==> src/rtl/soc_miner_dma.sv <==
// soc_miner_dma: store-and-forward AXI4 copy engine for the soc_miner memory port.
// A Go pulse in IDLE copies Length bytes (multiple of 8) from a source to a
// destination address. Each burst is one AR/R read into a local buffer, then
// one AW/W/B write draining it. Bursts never cross a 4 KB boundary.
//
// Ports:
//   Clk, Rst_n            clock, asynchronous active-low reset
//   Go                    start pulse (ignored unless idle)
//   Src_addr, Dst_addr    30-bit word addresses; byte address = {addr, 2'b00}, addr[0] forced 0
//   Length                byte count, bits [2:0] ignored
//   Busy, Done, Error     status: not idle, end-of-copy pulse, sticky error
//   m_memory_ar*/r*       AXI4 read address / read data channels
//   m_memory_aw*/w*/b*    AXI4 write address / write data / write response channels

module soc_miner_dma #(
    parameter int MEMORY_DATA_WIDTH    = 64,
    parameter int MEMORY_ADDR_WIDTH    = 32,
    parameter int MEMORY_BUS_LEN_WIDTH = 4,
    parameter int MEMORY_ID_WIDTH      = 6,
    parameter int MAX_BURST            = 16,
    parameter int AXI_ID               = 0
) (
    input  logic                            Clk,
    input  logic                            Rst_n,
    input  logic                            Go,
    input  logic [29:0]                     Src_addr,
    input  logic [29:0]                     Dst_addr,
    input  logic [31:0]                     Length,
    output logic                            Busy,
    output logic                            Done,
    output logic                            Error,
    output logic                            m_memory_arvalid,
    input  logic                            m_memory_arready,
    output logic [MEMORY_ADDR_WIDTH-1:0]    m_memory_araddr,
    output logic [MEMORY_BUS_LEN_WIDTH-1:0] m_memory_arlen,
    output logic [MEMORY_ID_WIDTH-1:0]      m_memory_arid,
    output logic [2:0]                      m_memory_arsize,
    output logic [1:0]                      m_memory_arburst,
    output logic [1:0]                      m_memory_arlock,
    output logic [3:0]                      m_memory_arcache,
    output logic [2:0]                      m_memory_arprot,
    output logic [3:0]                      m_memory_arqos,
    input  logic                            m_memory_rvalid,
    output logic                            m_memory_rready,
    input  logic [MEMORY_DATA_WIDTH-1:0]    m_memory_rdata,
    input  logic                            m_memory_rlast,
    input  logic [1:0]                      m_memory_rresp,
    input  logic [MEMORY_ID_WIDTH-1:0]      m_memory_rid,
    output logic                            m_memory_awvalid,
    input  logic                            m_memory_awready,
    output logic [MEMORY_ADDR_WIDTH-1:0]    m_memory_awaddr,
    output logic [MEMORY_BUS_LEN_WIDTH-1:0] m_memory_awlen,
    output logic [MEMORY_ID_WIDTH-1:0]      m_memory_awid,
    output logic [2:0]                      m_memory_awsize,
    output logic [1:0]                      m_memory_awburst,
    output logic [1:0]                      m_memory_awlock,
    output logic [3:0]                      m_memory_awcache,
    output logic [2:0]                      m_memory_awprot,
    output logic [3:0]                      m_memory_awqos,
    output logic                            m_memory_wvalid,
    input  logic                            m_memory_wready,
    output logic [MEMORY_DATA_WIDTH-1:0]    m_memory_wdata,
    output logic [MEMORY_DATA_WIDTH/8-1:0]  m_memory_wstrb,
    output logic                            m_memory_wlast,
    output logic [MEMORY_ID_WIDTH-1:0]      m_memory_wid,
    input  logic                            m_memory_bvalid,
    output logic                            m_memory_bready,
    input  logic [1:0]                      m_memory_bresp,
    input  logic [MEMORY_ID_WIDTH-1:0]      m_memory_bid
);

    localparam int IDX_W = $clog2(MAX_BURST);
    localparam int NB_W  = 10;               // 4 KB / 8 bytes = 512 beats max room
    localparam int BL_W  = 29;               // Length[31:3]

    typedef enum logic [2:0] {
        S_IDLE, S_RD_ADDR, S_RD_DATA, S_WR_ADDR, S_WR_DATA, S_WR_RESP, S_DONE
    } state_t;

    state_t                         state, state_next;
    logic [MEMORY_ADDR_WIDTH-1:0]   src, dst;
    logic [BL_W-1:0]                beats_left;
    logic [IDX_W-1:0]               idx;
    logic                           rd_err;   // an earlier beat of this read burst had rresp != 0
    logic                           error_q;
    logic [NB_W-1:0]                nb, src_room, dst_room;
    logic [MEMORY_DATA_WIDTH-1:0]   beat_buf [MAX_BURST];
    logic                           last_wbeat;

    // Burst size: limited by remaining work, buffer depth, and the distance of
    // both src and dst to their next 4 KB page. The registers it depends on only
    // change in WR_RESP, so arlen/awlen stay stable across the handshakes.
    always_comb begin
        // NOTE: every always_comb output gets a default first so no path leaves
        // it unassigned -- that is what keeps latches from being inferred.
        src_room = 10'd512 - {1'b0, src[11:3]};
        dst_room = 10'd512 - {1'b0, dst[11:3]};
        nb       = NB_W'(MAX_BURST);
        if (src_room < nb) nb = src_room;
        if (dst_room < nb) nb = dst_room;
        if (beats_left < BL_W'(nb)) nb = beats_left[NB_W-1:0];
    end

    assign last_wbeat = (NB_W'(idx) == nb - NB_W'(1));

    always_ff @(posedge Clk or negedge Rst_n) begin
        // NOTE: sequential state uses non-blocking assignments so every register
        // samples pre-edge values regardless of statement order.
        if (!Rst_n) state <= S_IDLE;
        else        state <= state_next;
    end

    always_comb begin
        state_next       = state;
        Busy             = (state != S_IDLE);
        Done             = 1'b0;
        m_memory_arvalid = 1'b0;
        m_memory_rready  = 1'b0;
        m_memory_awvalid = 1'b0;
        m_memory_wvalid  = 1'b0;
        m_memory_wlast   = 1'b0;
        m_memory_bready  = 1'b0;
        unique case (state)
            S_IDLE:
                if (Go) state_next = (Length[31:3] == '0) ? S_DONE : S_RD_ADDR;
            S_RD_ADDR: begin
                m_memory_arvalid = 1'b1;
                if (m_memory_arready) state_next = S_RD_DATA;
            end
            S_RD_DATA: begin
                m_memory_rready = 1'b1;
                if (m_memory_rvalid && m_memory_rlast)
                    state_next = (rd_err || m_memory_rresp != 2'b00) ? S_DONE : S_WR_ADDR;
            end
            S_WR_ADDR: begin
                m_memory_awvalid = 1'b1;
                if (m_memory_awready) state_next = S_WR_DATA;
            end
            S_WR_DATA: begin
                m_memory_wvalid = 1'b1;
                m_memory_wlast  = last_wbeat;
                if (m_memory_wready && last_wbeat) state_next = S_WR_RESP;
            end
            S_WR_RESP: begin
                m_memory_bready = 1'b1;
                if (m_memory_bvalid) begin
                    if (m_memory_bresp != 2'b00 || beats_left == BL_W'(nb)) state_next = S_DONE;
                    else                                                     state_next = S_RD_ADDR;
                end
            end
            S_DONE: begin
                Done       = 1'b1;
                state_next = S_IDLE;
            end
            default: state_next = S_IDLE;
        endcase
    end

    always_ff @(posedge Clk or negedge Rst_n) begin
        if (!Rst_n) begin
            src        <= '0;
            dst        <= '0;
            beats_left <= '0;
            idx        <= '0;
            rd_err     <= 1'b0;
            error_q    <= 1'b0;
        end else begin
            unique case (state)
                S_IDLE:
                    if (Go) begin
                        src        <= MEMORY_ADDR_WIDTH'({Src_addr[29:1], 3'b000});
                        dst        <= MEMORY_ADDR_WIDTH'({Dst_addr[29:1], 3'b000});
                        beats_left <= Length[31:3];
                        error_q    <= 1'b0;
                    end
                S_RD_ADDR: begin
                    idx    <= '0;
                    rd_err <= 1'b0;
                end
                S_RD_DATA:
                    if (m_memory_rvalid) begin
                        idx <= idx + 1'b1;
                        if (m_memory_rresp != 2'b00) rd_err <= 1'b1;
                        if (m_memory_rlast && (rd_err || m_memory_rresp != 2'b00)) error_q <= 1'b1;
                    end
                S_WR_ADDR: idx <= '0;
                S_WR_DATA:
                    if (m_memory_wready) idx <= idx + 1'b1;
                S_WR_RESP:
                    if (m_memory_bvalid) begin
                        if (m_memory_bresp != 2'b00) begin
                            error_q <= 1'b1;
                        end else begin
                            src        <= src + MEMORY_ADDR_WIDTH'({nb, 3'b000});
                            dst        <= dst + MEMORY_ADDR_WIDTH'({nb, 3'b000});
                            beats_left <= beats_left - BL_W'(nb);
                        end
                    end
                default: ;
            endcase
        end
    end

    // NOTE: the beat buffer is deliberately not reset; every entry is written by
    // the read burst before the write burst reads it, so reset would only cost area.
    always_ff @(posedge Clk) begin
        if (state == S_RD_DATA && m_memory_rvalid) beat_buf[idx] <= m_memory_rdata;
    end

    assign Error            = error_q;
    assign m_memory_araddr  = src;
    assign m_memory_awaddr  = dst;
    assign m_memory_arlen   = MEMORY_BUS_LEN_WIDTH'(nb - NB_W'(1));
    assign m_memory_awlen   = MEMORY_BUS_LEN_WIDTH'(nb - NB_W'(1));
    assign m_memory_wdata   = beat_buf[idx];
    assign m_memory_wstrb   = '1;
    assign m_memory_arid    = MEMORY_ID_WIDTH'(AXI_ID);
    assign m_memory_awid    = MEMORY_ID_WIDTH'(AXI_ID);
    assign m_memory_wid     = MEMORY_ID_WIDTH'(AXI_ID);
    assign m_memory_arsize  = 3'b011;
    assign m_memory_awsize  = 3'b011;
    assign m_memory_arburst = 2'b01;
    assign m_memory_awburst = 2'b01;
    assign m_memory_arlock  = 2'b00;
    assign m_memory_awlock  = 2'b00;
    assign m_memory_arcache = 4'b0011;
    assign m_memory_awcache = 4'b0011;
    assign m_memory_arprot  = 3'b000;
    assign m_memory_awprot  = 3'b000;
    assign m_memory_arqos   = 4'b0000;
    assign m_memory_awqos   = 4'b0000;

    // IDs are ignored (single outstanding transaction); alignment bits are dropped.
    logic unused_inputs;
    assign unused_inputs = ^{m_memory_rid, m_memory_bid, Src_addr[0], Dst_addr[0], Length[2:0]};

endmodule

==> config.mk <==
export PLATFORM = sky130hd
export DESIGN_NAME = soc_miner_dma
export DESIGN_NICKNAME = d
export VERILOG_FILES = /design/src/rtl/soc_miner_dma.sv
export SDC_FILE = /design/constraint.sdc
export NUM_CORES = 1
export LEC_CHECK = 0
export ABC_AREA = 1
export BUFFER_PORTS_ARGS = -buffer_cell sky130_fd_sc_hd__buf_4
export CAP_MARGIN = 25
export CORE_MARGIN = 2
export CORE_UTILIZATION = 59
export DETAILED_ROUTE_END_ITERATION = 8
export PLACE_DENSITY = 0.91
export SLEW_MARGIN = 40
export SYNTH_ARGS = -nofsm -noshare
export SYNTH_HDL_FRONTEND = slang
export SYNTH_SLANG_ARGS = --single-unit
==> constraint.sdc <==
create_clock -name Clk -period 15.9 [get_ports Clk]
set_input_delay 1.59 -clock Clk [delete_from_list [all_inputs] [get_ports Clk]]
set_output_delay 1.59 -clock Clk [all_outputs]
set_load 0.01 [all_outputs]
Yosys cells after proc, flatten, opt, wreduce, memory -nomap -nowiden

Memories as Yosys holds them, arrays and structs flattened.
Index checks and enable logic that the tools add are counted.
W data, S select, Z words.

Magnitude comparators: 3
Reduce and logical (&&, ||, !) cells: 21
Mux-type cells: 46
Eq/ne operators: 20
$add $sub $neg: 7

Operators with widths:

| operator                | number |
|---|---|
| $mux W32                | 6 |
| $pmux W32 S2            | 2 |
| $mux W29                | 3 |
| $add A32 B13 Y32        | 2 |
| $pmux W29 S2            | 1 |
| $mux W10                | 3 |
| $eq A29 B10 Y1          | 1 |
| $logic_not A29 Y1       | 1 |
| $lt A29 B10 Y1          | 1 |
| $sub A29 B10 Y29        | 1 |
| $mux W3                 | 9 |
| $ne A2 B2 Y1 const B    | 12 |
| $sub A10 B9 Y10 const A | 2 |
| $pmux W3 S6             | 1 |
| $mux W1                 | 16 |
| $pmux W4 S3             | 1 |
| $reduce_and A6 Y1       | 2 |
| $eq A4 B10 Y1           | 1 |
| $lt A10 B10 Y1          | 1 |
| $lt A10 B5 Y1 const B   | 1 |
| $sub A10 B1 Y10 const B | 1 |
| $eq A3 B3 Y1 const B    | 3 |
| $reduce_bool A3 Y1      | 3 |
| $mux W4                 | 2 |
| 12 further kinds        | 21 |

Memories kept: 1
Bits of input ports: 181
Output and inout bits: 207
Register bits: 102
Bits in writable memories: 1,024

Memories:

| name     | words | bits a word | read ports | clocked after Yosys merged registers in | write ports | line | source |
|---|---|---|---|---|---|---|---|
| beat_buf | 16    | 64          | 1          | 0                                       | 1           | 87   | `logic [MEMORY_DATA_WIDTH-1:0] beat_buf [MAX_BURST];` |

Logic depth before layout (Yosys ltp)

Gate-level depths: netlist (run 1).

Word-level depth: 12
Gate-level depth with buffers: 51
Mapped depth without buffers: 50

Worst setup path after synthesis (run 1)

No wires, ideal clock.

Kind: reg-to-reg
Start point: reg dst[3] (netlist: m_memory_awaddr[3])
End point: reg dst[31] (netlist: m_memory_awaddr[31])
Arrival time: 6.366 ns
Cell stages (with the launch flop): 45
Slack: 9.404 ns
Setup time: 0.130 ns
Clock period less this slack: 6.496 ns
Cell sequence: dfrtp_1 -> inv_1 -> ha_1 -> nand3_1 -> nor2_1 -> xor2_1 -> inv_1 -> ha_1 -> nand2_1 -> nor2_1 -> nand3_1 -> nor2_2 -> nand2_1 -> nand3_4 -> inv_2 -> nand2_1 -> ha_1 -> nand2_1 -> (+9 left out) -> fa_1 -> a21oi_1 -> nor2_1 -> nor2_1 -> o21ai_0 -> and2_1 -> nor2_1 -> nor2_1 -> nor2_1 -> o21ai_0 -> nand3_1 -> nor3_1 -> nand2_1 -> nor4_1 -> nand3_1 -> xor2_1 -> nor2_1 -> o22ai_1

Word-level cells in the longest chain between the ends: 9

RTL lines:

| what                   | line | source |
|---|---|---|
| start, declared        | 81   | `logic [MEMORY_ADDR_WIDTH-1:0] src, dst;` |
| start signal, assigned | 172  | `dst <= MEMORY_ADDR_WIDTH'({Dst_addr[29:1], 3'b000});` |
| start signal, assigned | 195  | `dst <= dst + MEMORY_ADDR_WIDTH'({nb, 3'b000});` |
| $sub A10 B9 Y10        | 97   | `dst_room = 10'd512 - {1'b0, dst[11:3]};` |
| $lt A10 B10 Y1         | 100  | `if (dst_room < nb) nb = dst_room;` |
| $mux W10               | 100  |  |
| $lt A29 B10 Y1         | 101  | `if (beats_left < BL_W'(nb)) nb = beats_left[NB_W-1:0];` |
| $mux W10               | 101  |  |
| $add A32 B13 Y32 (*)   | 195  |  |
| $mux W32 (*)           | 191  | `if (m_memory_bresp != 2'b00) begin` |
| $mux W32 (*)           | 190  | `if (m_memory_bvalid) begin` |
| $pmux W32 S2 (*)       | 168  | `unique case (state)` |

Every way passes the cells marked *; elsewhere a longest branch is shown, timed or not. The select of a mux whose other input is x is not followed.
A chain may end at the register's enable or synchronous reset.

Worst setup path after layout (run 1)

Start point: reg src[3] (netlist: m_memory_araddr[3])
End point: out m_memory_wlast

Word-level cells in the longest chain between the ends: 10

RTL lines:

| what                   | line | source |
|---|---|---|
| start, declared        | 81   |  |
| start signal, assigned | 171  | `src <= MEMORY_ADDR_WIDTH'({Src_addr[29:1], 3'b000});` |
| start signal, assigned | 194  | `src <= src + MEMORY_ADDR_WIDTH'({nb, 3'b000});` |
| $sub A10 B9 Y10 (*)    | 96   | `src_room = 10'd512 - {1'b0, src[11:3]};` |
| $lt A10 B5 Y1          | 99   | `if (src_room < nb) nb = src_room;` |
| $mux W10 (*)           | 99   |  |
| $lt A10 B10 Y1         | 100  |  |
| $mux W10 (*)           | 100  |  |
| $lt A29 B10 Y1         | 101  |  |
| $mux W10 (*)           | 101  |  |
| $sub A10 B1 Y10 (*)    | n/a  |  |
| $eq A4 B10 Y1 (*)      | 104  | `assign last_wbeat = (NB_W'(idx) == nb - NB_W'(1));` |
| $mux W1 (*)            | 123  | `unique case (state)` |
| end, declared          | 64   | `output logic m_memory_wlast,` |

Every way passes the cells marked *; elsewhere a longest branch is shown, timed or not.

==> results.toml, run 1 <==
[outcome]
status = "finished, final reports clean"

[setup_path]
startpoint = "m_memory_araddr[3]"
critPathCaptureType = "primary output"
cp_data_required_time_ns = 14.31
path_class = "reg -> out"
crit_fanout = 17
crit_family = "simple AND/OR/NAND/NOR gates"
start_kind = "flip-flop"
worst-path-buf-inv = 4
timing.rr.start = "m_memory_awaddr[3]"
cpPeakStageDelay_ns = 0.46
r2r_slack_ns = 8.03
cp.depth = 36
reg2reg_depth = 44
arrival_ns = 6.58
slowest_stage = "dfrtp_1"
worstSetupEndpoint = "m_memory_wlast"
r2r-end = "m_memory_awaddr[31]"
crit_top_cell = "nand2_1"

[global_route]
grt_pass1_wl_um = 190000
grt_max_degree = 217
grt_pass1_vias = 33690
gr-usage-all-layers_pct = 29.82
overflow = 0
antenna_found_initial = 8

[detailed_routing]
ant_nets = 0
vias_per_cell = 6.340
drc = 0
wl_per_cell_um = 23.39
first_iter_violations = 4661
vias = 34860
firstDrtPassIters = 6
drt-total-wl_um = 128600

[floorplanning]
placementRows = 104
die_area_sq_um = 83420
die_w_um = 288.8
io-pin-count = 388
coreArea_sq_um = 80420
chipHeight_um = 288.8
start_util_pct = 59.52

[synth]
synth_top_family_by_area = "compound AO/OA/AOI/OAI gates"
ys_seq_area_share_pct = 69.27
ys.flop_type = "edfxtp_1"
synth_xor_area_share_pct = 1.388
ys_ff_latch = 1120
synth_compound_area_share_pct = 11.78
netlist_area_sq_um = 47860
synth.area.mux_share_pct = 0
synth.avg_cell_area_sq_um = 11.61
ys_warn_count = 0
synth_cell_type_count = 48
synth_edf_count = 1024
synth-simple-area-share_pct = 11.71
async_flop_share_pct = 8.571
syn_inst = 4124
synth_fa_ha_area_share_pct = 1.406

[timing]
finalMaxSlewViolations = 0
rsz0062_at_grt = "false"
fin_hold_ws_ns = 0.4980
fin_tns_setup_ns = 0
finalHoldViolations = 0
tightestPinTransition_ns = 0.9522
slew_headroom_pct = 36.52
max_freq_ghz = 0.1224
fin_crit_ns = 8.167
skew_ns = 0.07216
setup_viol = 0
min_period_over_period_pct = 51.36

[hold_path]
min_path_type = "reg -> reg"

[clock_tree]
cts.sinks = 1120
postCtsSetupBuffers = 0
ctsHoldBuffers = 0
cts_htree_levels = 3
clkLatencyLatePin_ns = 0.68
cts.path.max_buffers = 3
cts.clk_slew.worst_paths_ns = 0.07
cts-buffers-inserted = 106
cts_resized = 0
cts_tree = "built"
root_buffer = "clkbuf_16"

[power_and_ir_drop]
p_int_mw = 6.128
seqPwrFrac_pct = 36.1
clkPwrFrac_pct = 25.4
p_sw_mw = 3.789
swShare_pct = 38.21
power_density_nw_per_um2 = 181.9
p_leak_nw = 19.44
vdd_drop_max_v = 0.0001640
combPwrFrac_pct = 38.5

[layout]
layout_commonest_cell = "edfxtp_1"
final_cell_mix = "edfxtp_1, nor2_1, o21ai_0"
final_core_util_pct = 67.79
num-nets-final = 4580
n_fill_cell = 5148
layout.cells.non_filler = 5499
syn_to_final_growth_pct = 13.89
drive_gt1_share_pct = 13.01

[placed_design]
gp_congestion = 0.9320
io_buffers = 302
place_inst = 5297
detailedPlacementHpwl_um = 68100

[job]
cap_violations = 0
[worst min-delay path by stage]
stage | start | to | depth (start not counted)
2_1_floorplan | rd_err | rd_err | 2
3_3_place_gp | rd_err | rd_err | 2
3_5_place_dp | rd_err | rd_err | 2
4_1_cts | rd_err | rd_err | 2
5_1_grt | Error | Error | 2
6_report | Error | Error | 2
[layout make-up]
cell class              instances  area [sq um]  area share, %
diodes                          5         12.51        0.02295
clock buffers                 130          2743          5.031
clock inverters                65         683.2          1.253
inverters                     182         701.9          1.288
multi-input cells            2585         13020          23.89
flip-flops and latches       1120         33160          60.83
well taps                    1060          1326          2.433
repair buffers                352          2864          5.254
[routing by layer]
layer / up-vias / global-route usage, % / share of wire, %
met2: 2690 / 48.28 / 48
met5: - / 0 / 0.028
li1: 15150 / - / -
met1: 16480 / 38.62 / 35
met3: 535 / 5.378 / 12
met4: 6 / 16.19 / 5.3
[worst reg2reg max path: cells and delay by family, from the launching register on]
kind | cells | cell delay (ns)
flip-flops | 1 | 0.44
AND/OR/NAND/NOR | 28 | 4.14
adder cells (fa/ha/maj) | 5 | 1.19
XOR/XNOR | 2 | 0.50
buffers and inverters | 4 | 0.57
AO/OA/AOI/OAI | 5 | 0.92
[metrics by stage]
stage	setup WS [ns]	instance area [sq um]	power [mW]
floorplan	9.404	48130	6.017
global placement	8.240	50810	7.141
detailed placement	8.109	51020	7.311
CTS	7.756	54440	9.828
global route	7.285	54510	10.38
finish	7.733	54510	9.917
[power by group through the flow]
stage | registers, mW | logic, mW | clock network, mW
floorplan | 3.60 | 2.41 | 0
global placement | 3.64 | 3.50 | 0
detailed placement | 3.63 | 3.68 | 0
CTS | 3.58 | 3.73 | 2.52
global route | 3.60 | 4.16 | 2.62
finish | 3.58 | 3.82 | 2.52
[sequential cells by signal, indices dropped and copies added (netlist names)]
register / cells
m_memory_awaddr: 29
state: 3
Error: 1
rd_err: 1
idx: 4
beat_buf: 1024
beats_left: 29
m_memory_araddr: 29
[cells in the mapped netlist (5+ instances only)]
library cell     n  area, sq um
inv_2            8        30.03
xnor2_1          7        61.31
o22ai_1        286         1789
nor2_1         670         2515
nand2_2         12        75.07
nand2_1        467         1753
nand3_2          5        50.05
inv_1          172        645.6
buf_4           72        540.5
a21oi_1         50        250.2
nor2_2           6        37.54
nor3_1          21        105.1
nand3_1         63        315.3
ha_1            49        613.1
dfrtp_1         96         2402
a31oi_1          9        56.30
o211ai_1        16        120.1
xor2_1          67        586.8
nand4_1         88        550.5
edfxtp_1      1024        30750
buf_1            9        33.78
o21ai_0        646         3233
clkbuf_1       226        848.3
nor4_1          12        75.07
[cells by family after synthesis]
logic type,count (synthesis)
AND/OR/NAND/NOR,1356
flip-flops,1120
AO/OA/AOI/OAI,1029
buffers and inverters,490
XOR/XNOR,75
adder cells (fa/ha/maj),52
other,2
(Power assumes the default switching activity.)
==> inputs of run 2 (changes only) <==
- CORE_UTILIZATION: 59 -> 54
- PLACE_DENSITY: 0.91 -> 0.88
- clock period: 15.9 -> 7.1 ns (I/O delays scaled with it)
==> run 2 against run 1 <==
  * Final area rose by 2.2%
  * Non-clock buffer count rose by 57
  * First-iteration DRC count rose by 0.45%
  * Routed wire length rose by 1.6%
  * Worst hold slack got worse by 0.21 ns
  * Combinational power rose by 130%
  * Core utilization fell by 4.6 points
  * Critical endpoint is now beats_left[27]
  * Largest cell class unchanged
  * Largest power group unchanged
==> results.toml, run 2 (synthesis results as in run 1) <==
[outcome]
status = "finished, final reports clean"

[timing]
setup_viol = 0
fin_crit_ns = 6.674
min_period_over_period_pct = 94.00
fin_tns_setup_ns = 0
max_freq_ghz = 0.1498
finalMaxSlewViolations = 0
slew_headroom_pct = 38.60
finalHoldViolations = 0
tightestPinTransition_ns = 0.9125
skew_ns = 0.06168
fin_hold_ws_ns = 0.2922

[layout]
num-nets-final = 4640
syn_to_final_growth_pct = 16.39
drive_gt1_share_pct = 15.04
final_core_util_pct = 63.23
final_cell_mix = "edfxtp_1, nor2_1, o21ai_0"
layout_commonest_cell = "edfxtp_1"
top_register = "beat_buf"
largest_reg_flops = 1024

[setup_path]
cp_data_required_time_ns = 7.63
start_kind = "flip-flop"
slowest_stage = "dfrtp_2"
r2r-end = "beats_left[27]"
critPathCaptureType = "flip-flop"
cpPeakStageDelay_ns = 0.46
crit_fanout = 7
timing.rr.start = "m_memory_awaddr[5]"
r2r_slack_ns = 0.43
arrival_ns = 7.21
reg2reg_depth = 38
crit_top_cell = "nand2_1"
path_class = "reg -> reg"

[detailed_routing]
drt-total-wl_um = 130600
vias = 34510
wl_per_cell_um = 23.08
ant_nets = 0
first_iter_violations = 4682
firstDrtPassIters = 6
drc = 0
vias_per_cell = 6.096

[power_and_ir_drop]
p_leak_nw = 19.88
finalPower_mw = 22.64
vdd_drop_max_v = 0.0003260
power_density_nw_per_um2 = 406.4

[global_route]
grt_pass1_wl_um = 193000
grt_pass1_vias = 33570
gr-usage-all-layers_pct = 27.87
overflow = 0
grt_max_degree = 215
antenna_found_initial = 5

[floorplanning]
start_util_pct = 54.33
io-pin-count = 388
die_w_um = 301.7
coreArea_sq_um = 88100
die_area_sq_um = 91030
chipHeight_um = 301.7
placementRows = 109

[clock_tree]
cts_tree = "built"
cts_htree_levels = 3
cts.sinks = 1120
root_buffer = "clkbuf_16"
cts.clk_slew.worst_paths_ns = 0.07
clkLatencyLatePin_ns = 0.71
cts-buffers-inserted = 107
cts.path.max_buffers = 3

[hold_path]
min_path_type = "in -> reg"
whs_endpoint = "m_memory_araddr[5]"
hp-start = "Src_addr[3]"
holdPathStages = 3

[job]
cap_violations = 0

[placed_design]
detailedPlacementHpwl_um = 71520
gp_congestion = 0.9160
io_buffers = 302
-- run 2: area by class of cell --
cell class | instances | area (sq um)
repair buffers | 409 | 3596
clock buffers | 127 | 2794
well taps | 1165 | 1458
flip-flops and latches | 1120 | 33160
fillers | 6105 | 32390
inverters | 182 | 708.2
clock inverters | 69 | 784.5
diodes | 2 | 5.005
multi-input cells | 2587 | 13200
-- run 2: power by group --
| group | leakage, nW | internal (mW) | switching [mW] | total (mW) |
|---|---|---|---|---|
| sequential | 10.4 | 7.58 | 0.461 | 8.04 |
| clock | 1.72 | 3.30 | 2.50 | 5.80 |
| combinational | 7.78 | 3.11 | 5.68 | 8.79 |
| total | 19.9 | 14.0 | 8.65 | 22.6 |
-- run 2: how the worst max path moves through the flow --
| stage | from | to | slack, ns | cells past startpoint |
|---|---|---|---|---|
| 2_1_floorplan | m_memory_awaddr[3] | m_memory_awaddr[31] | 0.60 | 44 |
| 3_3_place_gp | m_memory_awaddr[5] | m_memory_araddr[28] | 0.23 | 42 |
| 3_5_place_dp | m_memory_araddr[3] | m_memory_araddr[28] | 0.02 | 45 |
| 4_1_cts | m_memory_araddr[3] | beats_left[26] | 0.06 | 46 |
| 5_1_grt | m_memory_awaddr[3] | m_memory_awaddr[30] | -0.05 | 45 |
| 6_report | m_memory_awaddr[5] | beats_left[27] | 0.43 | 38 |
-- run 2: layer usage --
layer  share of wire [%]  wire, um  vias up  GRT usage (%)
met5               0.028        37        -              0
met4                 4.4      5719        6          12.73
met3                  11     14880      433          5.475
met2                  49     63580     2348          46.34
met1                  36     46430    16460          35.56
li1                    -         -    15270              -
-- run 2: what timing repair did --
item                                    4_1_cts  5_1_grt
hold endpoints to repair                     27        0
endpoints found under the setup margin        1       42
buffers inserted                              0       11
resized for setup                             1       47
pin swaps                                     0       17
gates cloned                                  0        2
hold buffers                                  1        0
-- run 2: critical path, delay by kind of cell (launching register included) --
family | cells | cell delay [ns]
xor+xnor | 1 | 0.22
compound gates | 8 | 1.51
simple gates | 21 | 2.74
fa+ha+maj | 3 | 0.91
flops | 1 | 0.46
buf+inv | 5 | 0.69
-- run 2: through the flow --
step | cell area, sq um | std cells | worst slack [ns]
2_1_floorplan | 48130 | 4195 | 0.6038
3_3_place_gp | 51260 | 5424 | 0.2293
3_5_place_dp | 51750 | 5446 | 0.02337
4_1_cts | 55340 | 5643 | 0.05673
5_1_grt | 55710 | 5661 | -0.05395
6_report | 55710 | 5661 | 0.4262
